**src/rtl/fetch_stage.sv**
```systemverilog
// fetch_stage: instruction-fetch stage feeding execute.
// Holds the architectural PC, fetches one 16-bit instruction per commit over
// a req/done handshake, and presents instr_out, pc_out and pc_inc downstream.
// Optional build macro FETCH_ALIGN_CHK_EN: odd PCs trap into a sticky error
// state instead of being silently aligned.
module fetch_stage #(
    parameter logic [15:0] RESET_PC = 16'h0000,
    parameter int unsigned PC_STEP  = 2
) (
    input  logic        clk,
    input  logic        rst,
    input  logic [15:0] pc_next,
    input  logic        pc_load,
    input  logic        halt,
    input  logic [15:0] imem_rdata,
    input  logic        imem_done,
    output logic        imem_req,
    output logic [15:0] imem_addr,
    output logic [15:0] instr_out,
    output logic        instr_valid,
    output logic [15:0] pc_out,
    output logic [15:0] pc_inc,
    output logic        halted,
    output logic        err
);

    typedef enum logic [2:0] {
        ST_IDLE,
        ST_REQ,
        ST_VALID,
        ST_HALT,
        ST_ERR
    } state_t;

    localparam logic [15:0] PC_STEP_W     = 16'(PC_STEP);
    localparam logic [15:0] PC_ALIGN_MASK = 16'hFFFE;

    state_t state;

`ifdef FETCH_ALIGN_CHK_EN
    logic err_q;
    assign err = err_q;
`else
    // Without the alignment check every PC is forced even, so no error exists.
    assign err = 1'b0;
`endif

    // The memory address is always the PC of the instruction being fetched.
    assign imem_addr = pc_out;
    // Sequential successor handed to execute; wraps naturally at 16 bits.
    assign pc_inc    = pc_out + PC_STEP_W;

    // Fetch FSM with all status outputs registered alongside the state.
    always_ff @(posedge clk) begin
        if (rst) begin
            // NOTE: sequential state uses non-blocking assignments so every
            // register samples pre-edge values, independent of statement order.
            state       <= ST_IDLE;
            pc_out      <= RESET_PC;
            instr_out   <= 16'h0000;
            instr_valid <= 1'b0;
            imem_req    <= 1'b0;
            halted      <= 1'b0;
`ifdef FETCH_ALIGN_CHK_EN
            err_q       <= 1'b0;
`endif
        end else begin
            case (state)
                ST_IDLE: begin
`ifdef FETCH_ALIGN_CHK_EN
                    if (pc_out[0]) begin
                        err_q <= 1'b1;
                        state <= ST_ERR;
                    end else
`endif
                    begin
                        imem_req <= 1'b1;
                        state    <= ST_REQ;
                    end
                end

                ST_REQ: begin
                    // Request and address stay put until memory answers.
                    if (imem_done) begin
                        instr_out   <= imem_rdata;
                        imem_req    <= 1'b0;
                        instr_valid <= 1'b1;
                        state       <= ST_VALID;
                    end
                end

                ST_VALID: begin
                    if (pc_load) begin
                        instr_valid <= 1'b0;
                        if (halt) begin
                            halted <= 1'b1;
                            state  <= ST_HALT;
                        end
`ifdef FETCH_ALIGN_CHK_EN
                        else if (pc_next[0]) begin
                            // Keep the offending target visible for debug.
                            pc_out <= pc_next;
                            err_q  <= 1'b1;
                            state  <= ST_ERR;
                        end
`endif
                        else begin
                            pc_out   <= pc_next & PC_ALIGN_MASK;
                            imem_req <= 1'b1;
                            state    <= ST_REQ;
                        end
                    end
                end

                // Terminal states: only rst leaves them.
                ST_HALT, ST_ERR: begin
                end

                // NOTE: the 3-bit encoding has unused codes; recover to IDLE
                // rather than lock up if one is ever reached.
                default: state <= ST_IDLE;
            endcase
        end
    end

endmodule

```
**config.mk**
```make
export PLATFORM = sky130hd
export DESIGN_NAME = fetch_stage
export DESIGN_NICKNAME = d
export VERILOG_FILES = /design/src/rtl/fetch_stage.sv
export SDC_FILE = /design/constraint.sdc
export NUM_CORES = 1
export LEC_CHECK = 0
export BUFFER_PORTS_ARGS = -buffer_cell sky130_fd_sc_hd__buf_2
export CAP_MARGIN = 30
export CORE_ASPECT_RATIO = 2
export CORE_MARGIN = 4
export CORE_UTILIZATION = 35
export DETAILED_ROUTE_END_ITERATION = 7
export PLACE_DENSITY_LB_ADDON = 0.3
export SETUP_SLACK_MARGIN = 0.05
export SYNTH_ARGS = -nofsm -noshare
export SYNTH_HDL_FRONTEND = slang
export SYNTH_SLANG_ARGS = --single-unit
```
**constraint.sdc**
```tcl
create_clock -name clk -period 1.32 [get_ports clk]
set_input_delay 0 -clock clk [delete_from_list [all_inputs] [get_ports clk]]
set_output_delay 0 -clock clk [all_outputs]
set_load 0.03 [all_outputs]
```
==> flow_summary.ini, run 1 <==
[routing]
drt-vias-per-instance = 4.75
via_count = 1963
drtIter0Drc = 73
routed_wl_mm = 5.74
route.antenna.remaining_nets = 0
detail_route.wl_per_cell_um = 13.9
tritonroute_pass_1_iters = 4
post_detailed_route_drc_marker_count = 0

[floorplanning]
die_x_um = 57.5
fp-row-count = 35
die-height_um = 107
floorplan.core_area_mm2 = 0.00469
floorplan.initialDensity = 0.366
io_pins = 105
die_area_mm2 = 0.00615

[setup_path]
crit_required_ps = 1320
worst_ep_arrival_ps = 1560
timing_worst_setup_path_type = reg2out
endpoint_kind = output port
critPathLaunchType = register
crit_fanout = 3

[synth]
synth.yosys.warnings = 0
top_area_cells_in_the_synthesized_netlist = sky130_fd_sc_hd__dfxtp_1 42%, sky130_fd_sc_hd__nand2_1 15%, sky130_fd_sc_hd__a21oi_1 9.9%
yosys.area.top_type_share = 0.420
synth_enable_flop_cells = 0
synth_seq_area_share = 0.420
synth_async_sr_flop_share = 0
count_of_mapped_cells_out_of_synthesis = 218
syn_area_mm2 = 0.00171
yosys.cell_count.top_type = sky130_fd_sc_hd__nand2_1
synth_top_cell_by_area = sky130_fd_sc_hd__dfxtp_1
postSynth.topFlopCell = sky130_fd_sc_hd__dfxtp_1
synth_cell_types = 32
postSynthRegisterBits = 36
synthTopCellsByCount = 67 x sky130_fd_sc_hd__nand2_1, 36 x sky130_fd_sc_hd__dfxtp_1, 34 x sky130_fd_sc_hd__a21oi_1, 22 x sky130_fd_sc_hd__buf_4, 9 x sky130_fd_sc_hd__xnor2_1
synthesis.area_per_instance_um2 = 7.86

[clock_network]
h-tree-depth = 2
worst_setup_hold_path_clk_slew_ps = 70
clkSinkCount = 36
clock_tree.root_cell = sky130_fd_sc_hd__clkbuf_8
ctsLongestPathBuffers = 2
worstSkewPairLatency_ps = 280
numCtsBuffers = 5
cts_tree = yes

[place]
hpwl_mm = 3.75
pre_cts_slack_ps = -4.16
buffer_ports.inserted = 99
finalWeightedCongestion = 0.758
dpl_cell_area_mm2 = 0.00243

[flow_run]
maxCapViolCount = 0

[global_routing]
antenna_found_initial = 0
grtUsageTotal = 0.182
via_count_of_the_first_global_routing_pass = 2062
grt.overflow.total = 0
grt_pass1_wl_mm = 8.94
pin_count_of_the_biggest_net_entering_global_routing = 21

[timing]
grt_setup_unrepaired = true
clock.fmax_ghz = 0.640
setup_viol_count_final = 12
timing.final.ws_setup_ps = -241
clock-skew-final_ps = 5.60
timing.final.crit_period_ps = 1560
final_hold_viol_count = 0
min_period_over_period = 1.18
final_max_slew_viol_count = 0

[final_layout]
layout.area.seq_um2 = 762
final_layout_size_suffix_gt1_frac = 0.497
layout.cell_area.non_filler_mm2 = 0.00313
area_taken_by_multi_input_logic_gates_mm2 = 0.00100
syn_to_layout_area_delta_pct = 82.3
antennaDiodeCount = 0
final_net_count = 395
filler_cell_count = 381

[power]
power.leakage_nw = 1.57
p_per_area_mw_per_mm2 = 773
irDropWorstVdd_mv = 0.743
totalPowerFinal_mw = 2.41

[worst_hold_path]
min-delay-path-class = in2reg

[run_status]
outcome = finished with violations
violations = setup timing
critical path, stage by stage, from the launching register on:
cell                      delay, ps
sky130_fd_sc_hd__dfxtp_4        350
sky130_fd_sc_hd__nand4_1        130
sky130_fd_sc_hd__buf_4          170
sky130_fd_sc_hd__nor4_4         310
sky130_fd_sc_hd__xor2_2         170
sky130_fd_sc_hd__buf_6          150
worst paths after layout:
path	slack, ps	startpoint	end	depth (start not counted)
worst max-delay path	-240	imem_addr[9]	pc_inc[15]	5
worst min-delay path	30	halt	halted	3
worst max register to register	160	state[1]	imem_req	5
worst min register to register	450	instr_out[12]	instr_out[12]	2
cells in the final DEF (no fill, tap or decap), types with 3 or more instances in the layout:
| master | n |
|---|---|
| sky130_fd_sc_hd__nor2_1 | 3 |
| sky130_fd_sc_hd__nand2_4 | 3 |
| sky130_fd_sc_hd__dfxtp_4 | 10 |
| sky130_fd_sc_hd__xor2_2 | 3 |
| sky130_fd_sc_hd__buf_12 | 5 |
| sky130_fd_sc_hd__a21oi_1 | 33 |
| sky130_fd_sc_hd__conb_1 | 4 |
| sky130_fd_sc_hd__nand4_1 | 5 |
| sky130_fd_sc_hd__dfxtp_1 | 23 |
| sky130_fd_sc_hd__xnor2_2 | 8 |
| sky130_fd_sc_hd__clkbuf_8 | 6 |
| sky130_fd_sc_hd__nand2_1 | 63 |
| sky130_fd_sc_hd__dfxtp_2 | 3 |
| sky130_fd_sc_hd__buf_6 | 17 |
| sky130_fd_sc_hd__dlygate4sd3_1 | 32 |
| sky130_fd_sc_hd__buf_4 | 20 |
| sky130_fd_sc_hd__buf_2 | 86 |
state kept, by name, indices dropped and copies added (netlist names):
signal       flops
imem_addr       15
state            2
halted           1
instr_out       16
imem_req         1
instr_valid      1
power breakdown:
part           switching, mW  internal (mW)  leakage (nW)  total (mW)
clock                  0.382          0.416        0.0510       0.799
combinational          0.259          0.220          1.21       0.479
sequential            0.0267           1.11         0.302        1.14
total                  0.668           1.75          1.57        2.41
area by class of cell:
class / count / share of cell area
clock inverter: 2 / 0.00320
sequential: 36 / 0.244
clock buffer: 6 / 0.0264
multi-input combinational: 152 / 0.321
inverter: 2 / 0.00240
tap: 55 / 0.0220
timing repair buffer: 160 / 0.382
logic make-up after synthesis:
logic type | Yosys count | share of synthesized area
fa+ha+maj | 1 | 0.00730
other cells | 1 | 0.00219
flops | 36 | 0.420
buf+inv | 33 | 0.127
compound gates | 38 | 0.117
xor+xnor | 13 | 0.0664
simple gates | 96 | 0.260
layer usage:
metal	vias to the layer above	track usage	routed length (um)
met3	10	0.0313	309
met5	-	0	0
met2	69	0.377	3460
met1	907	0.156	1820
li1	977	-	-
met4	0	0.0779	146
what timing repair did:
action / 4_1_cts / 5_1_grt
buffers inserted: 4 / 5
endpoints found under the setup margin: 13 / 14
gates resized for setup: 39 / 16
hold buffers: 32 / 0
pin swaps: 9 / 13
hold endpoints to repair: 32 / 0
stage by stage:
step	instances	hold WS [ps]	util	setup TNS [ps]
3_5_place_dp	364	242	0.518	-4.16
5_1_grt	413	82.2	0.667	-2310
4_1_cts	408	33.8	0.644	-1780
2_1_floorplan	221	126	-	-83.9
6_report	413	32.3	0.667	-1590
3_3_place_gp	364	236	0.518	0
(Power assumes the default switching activity.)
==> run 2: changes to the inputs <==
--- a/config.mk
+++ b/config.mk
@@ -11,8 +11,9 @@
 export CORE_MARGIN = 4
 export CORE_UTILIZATION = 35
 export DETAILED_ROUTE_END_ITERATION = 7
-export PLACE_DENSITY_LB_ADDON = 0.3
+export PLACE_DENSITY_LB_ADDON = 0.05
 export SETUP_SLACK_MARGIN = 0.05
+export SLEW_MARGIN = 30
 export SYNTH_ARGS = -nofsm -noshare
 export SYNTH_HDL_FRONTEND = slang
 export SYNTH_SLANG_ARGS = --single-unit
==> run 2 against run 1 <==
Net effect: the run still ends with setup timing left; non-clock buffer count increased by 3; count of clock-buffer cells in the layout increased by 1; sequential cell count unchanged; first-iteration DRC count decreased by 55%; design area decreased by 2.7%; sequential power about the same; largest cell class unchanged.
==> flow_summary.ini, run 2 (same netlist as run 1, synthesis figures left out) <==
[clock_network]
cts_tree = yes
worst_setup_hold_path_clk_slew_ps = 70
h-tree-depth = 2
clock_tree.root_cell = sky130_fd_sc_hd__clkbuf_8
numCtsBuffers = 5
ctsLongestPathBuffers = 2
clkSinkCount = 36
worstSkewPairLatency_ps = 280

[timing]
setup_viol_count_final = 11
clock-skew-final_ps = 2.68
timing.final.ws_setup_ps = -195
final_hold_viol_count = 0
setup_total_negative_slack_ps = -1290
final_max_slew_viol_count = 0
grt_setup_unrepaired = true
clock.fmax_ghz = 0.660
timing.final.crit_period_ps = 1520
min_period_over_period = 1.15

[power]
totalPowerFinal_mw = 2.42
power.leakage_nw = 1.49
p_per_area_mw_per_mm2 = 797
irDropWorstVdd_mv = 0.748

[setup_path]
critical-path-slowest-cell = sky130_fd_sc_hd__dfxtp_4
timing_worst_setup_path_type = reg2out
regToRegSetupSlack_ps = 190
critical_path.cell_chain = nand4_4 -> buf_4 -> nor3_2 -> xor2_2 -> buf_4
crit_fanout = 3
cp.buffers_inverters = 2
cp_slowest_stage_delay_ps = 360
worst_path_dominant_cell_family = simple AND/OR/NAND/NOR gates
worst_r2r_endpoint = imem_addr[6]
critPathLaunchType = register
endpoint_kind = output port
critical_path.most_common_cell = sky130_fd_sc_hd__buf_4
ff2ff_path_depth = 4
crit_required_ps = 1320
worst_ep_arrival_ps = 1520
rr_startpoint = state[0]

[final_layout]
mostFrequentLayoutCell = sky130_fd_sc_hd__buf_2
largest_register_ff_count = 16
antennaDiodeCount = 0
final_layout_size_suffix_gt1_frac = 0.483
syn_to_layout_area_delta_pct = 77.4
final_net_count = 398
filler_cell_count = 427
top_library_cells_by_usage_in_the_layout_fill_and_taps_aside = 88 x sky130_fd_sc_hd__buf_2, 65 x sky130_fd_sc_hd__nand2_1, 34 x sky130_fd_sc_hd__a21oi_1, 32 x sky130_fd_sc_hd__dlygate4sd3_1, 28 x sky130_fd_sc_hd__buf_4
layout.cells.non_filler = 415
max_flop_register = instr_out

[flow_run]
maxCapViolCount = 0

[worst_hold_path]
hold_path_depth = 3
whs_endpoint = halted
hold_path_startpoint = halt
min-delay-path-class = in2reg

[place]
pre_cts_slack_ps = 18.1
dp.cells = 365
buffer_ports.inserted = 99
hpwl_mm = 3.79
finalWeightedCongestion = 0.732

[floorplanning]
floorplan.core_area_mm2 = 0.00469
die-height_um = 107
fp-row-count = 35
io_pins = 105
die_area_mm2 = 0.00615
die_x_um = 57.5
floorplan.initialDensity = 0.366

[global_routing]
via_count_of_the_first_global_routing_pass = 1922
antenna_found_initial = 0
grt_pass1_wl_mm = 8.88
pin_count_of_the_biggest_net_entering_global_routing = 19
grt_util_met3 = 0.0410
grt_util_met2 = 0.358
global_route.usage.met1 = 0.179
grt.overflow.total = 0
grt.busiest_layer = met2
grtUsageTotal = 0.184

[routing]
detail_route.wl_per_cell_um = 12.8
drtIter0Drc = 33
drt-vias-per-instance = 4.65
via_count = 1929
tritonroute_pass_1_iters = 4
post_detailed_route_drc_marker_count = 0
route.antenna.remaining_nets = 0
routed_wl_mm = 5.33

[run_status]
outcome = finished with violations
violations = setup timing
## run 2: power by group
group / internal, mW / leakage [nW] / switching [mW]
clock network: 0.464 / 0.0503 / 0.351
registers: 1.11 / 0.303 / 0.0300
logic: 0.215 / 1.14 / 0.252
## run 2: through the flow
| stage | cell area [um2] | utilization | hold slack, ps |
|---|---|---|---|
| 4_1_cts | 3020 | 0.645 | 32.4 |
| 3_5_place_dp | 2420 | 0.517 | 236 |
| 6_report | 3040 | 0.649 | 37.1 |
| 3_3_place_gp | 2420 | 0.517 | 233 |
| 5_1_grt | 3040 | 0.649 | 66.7 |
| 2_1_floorplan | 1860 | - | 126 |
## run 2: worst max-delay path by stage
stage                             from          to  depth (start not counted)
after floorplan           imem_addr[1]  pc_inc[15]                          5
after global placement    imem_addr[6]  pc_inc[10]                          5
after detailed placement  imem_addr[6]  pc_inc[10]                          5
after CTS                 imem_addr[6]  pc_inc[10]                          5
after global routing      imem_addr[6]  pc_inc[10]                          5
final                     imem_addr[6]  pc_inc[10]                          5
## run 2: final cells by class
cell class,instances,area [um2],area share
Clock buffer,7,96.3,0.0317
Inverter,2,7.51,0.00247
Multi-Input combinational cell,152,931,0.306
Sequential cell,36,763,0.251
Tap cell,55,68.8,0.0226
Timing Repair Buffer,163,1170,0.386
## run 2: per-layer routing
layer,part of all wire,vias to the layer above
met1,0.34,874
li1,-,979
met3,0.057,11
met4,0.022,0
met5,0,-
met2,0.58,65
## run 2: worst min-delay path, stage by stage
cell and delay (ps):
sky130_fd_sc_hd__buf_2 100, sky130_fd_sc_hd__a41oi_1 110, sky130_fd_sc_hd__nor2_1 70
## run 2: what timing repair did
| action | 4_1_cts | 5_1_grt |
|---|---|---|
| hold buffers | 32 | 0 |
| endpoints found under the hold margin | 32 | 0 |
| endpoints found under the setup margin | 13 | 16 |
| buffers inserted | 9 | 3 |
| resized for setup | 32 | 3 |
| pin swaps | 11 | 5 |
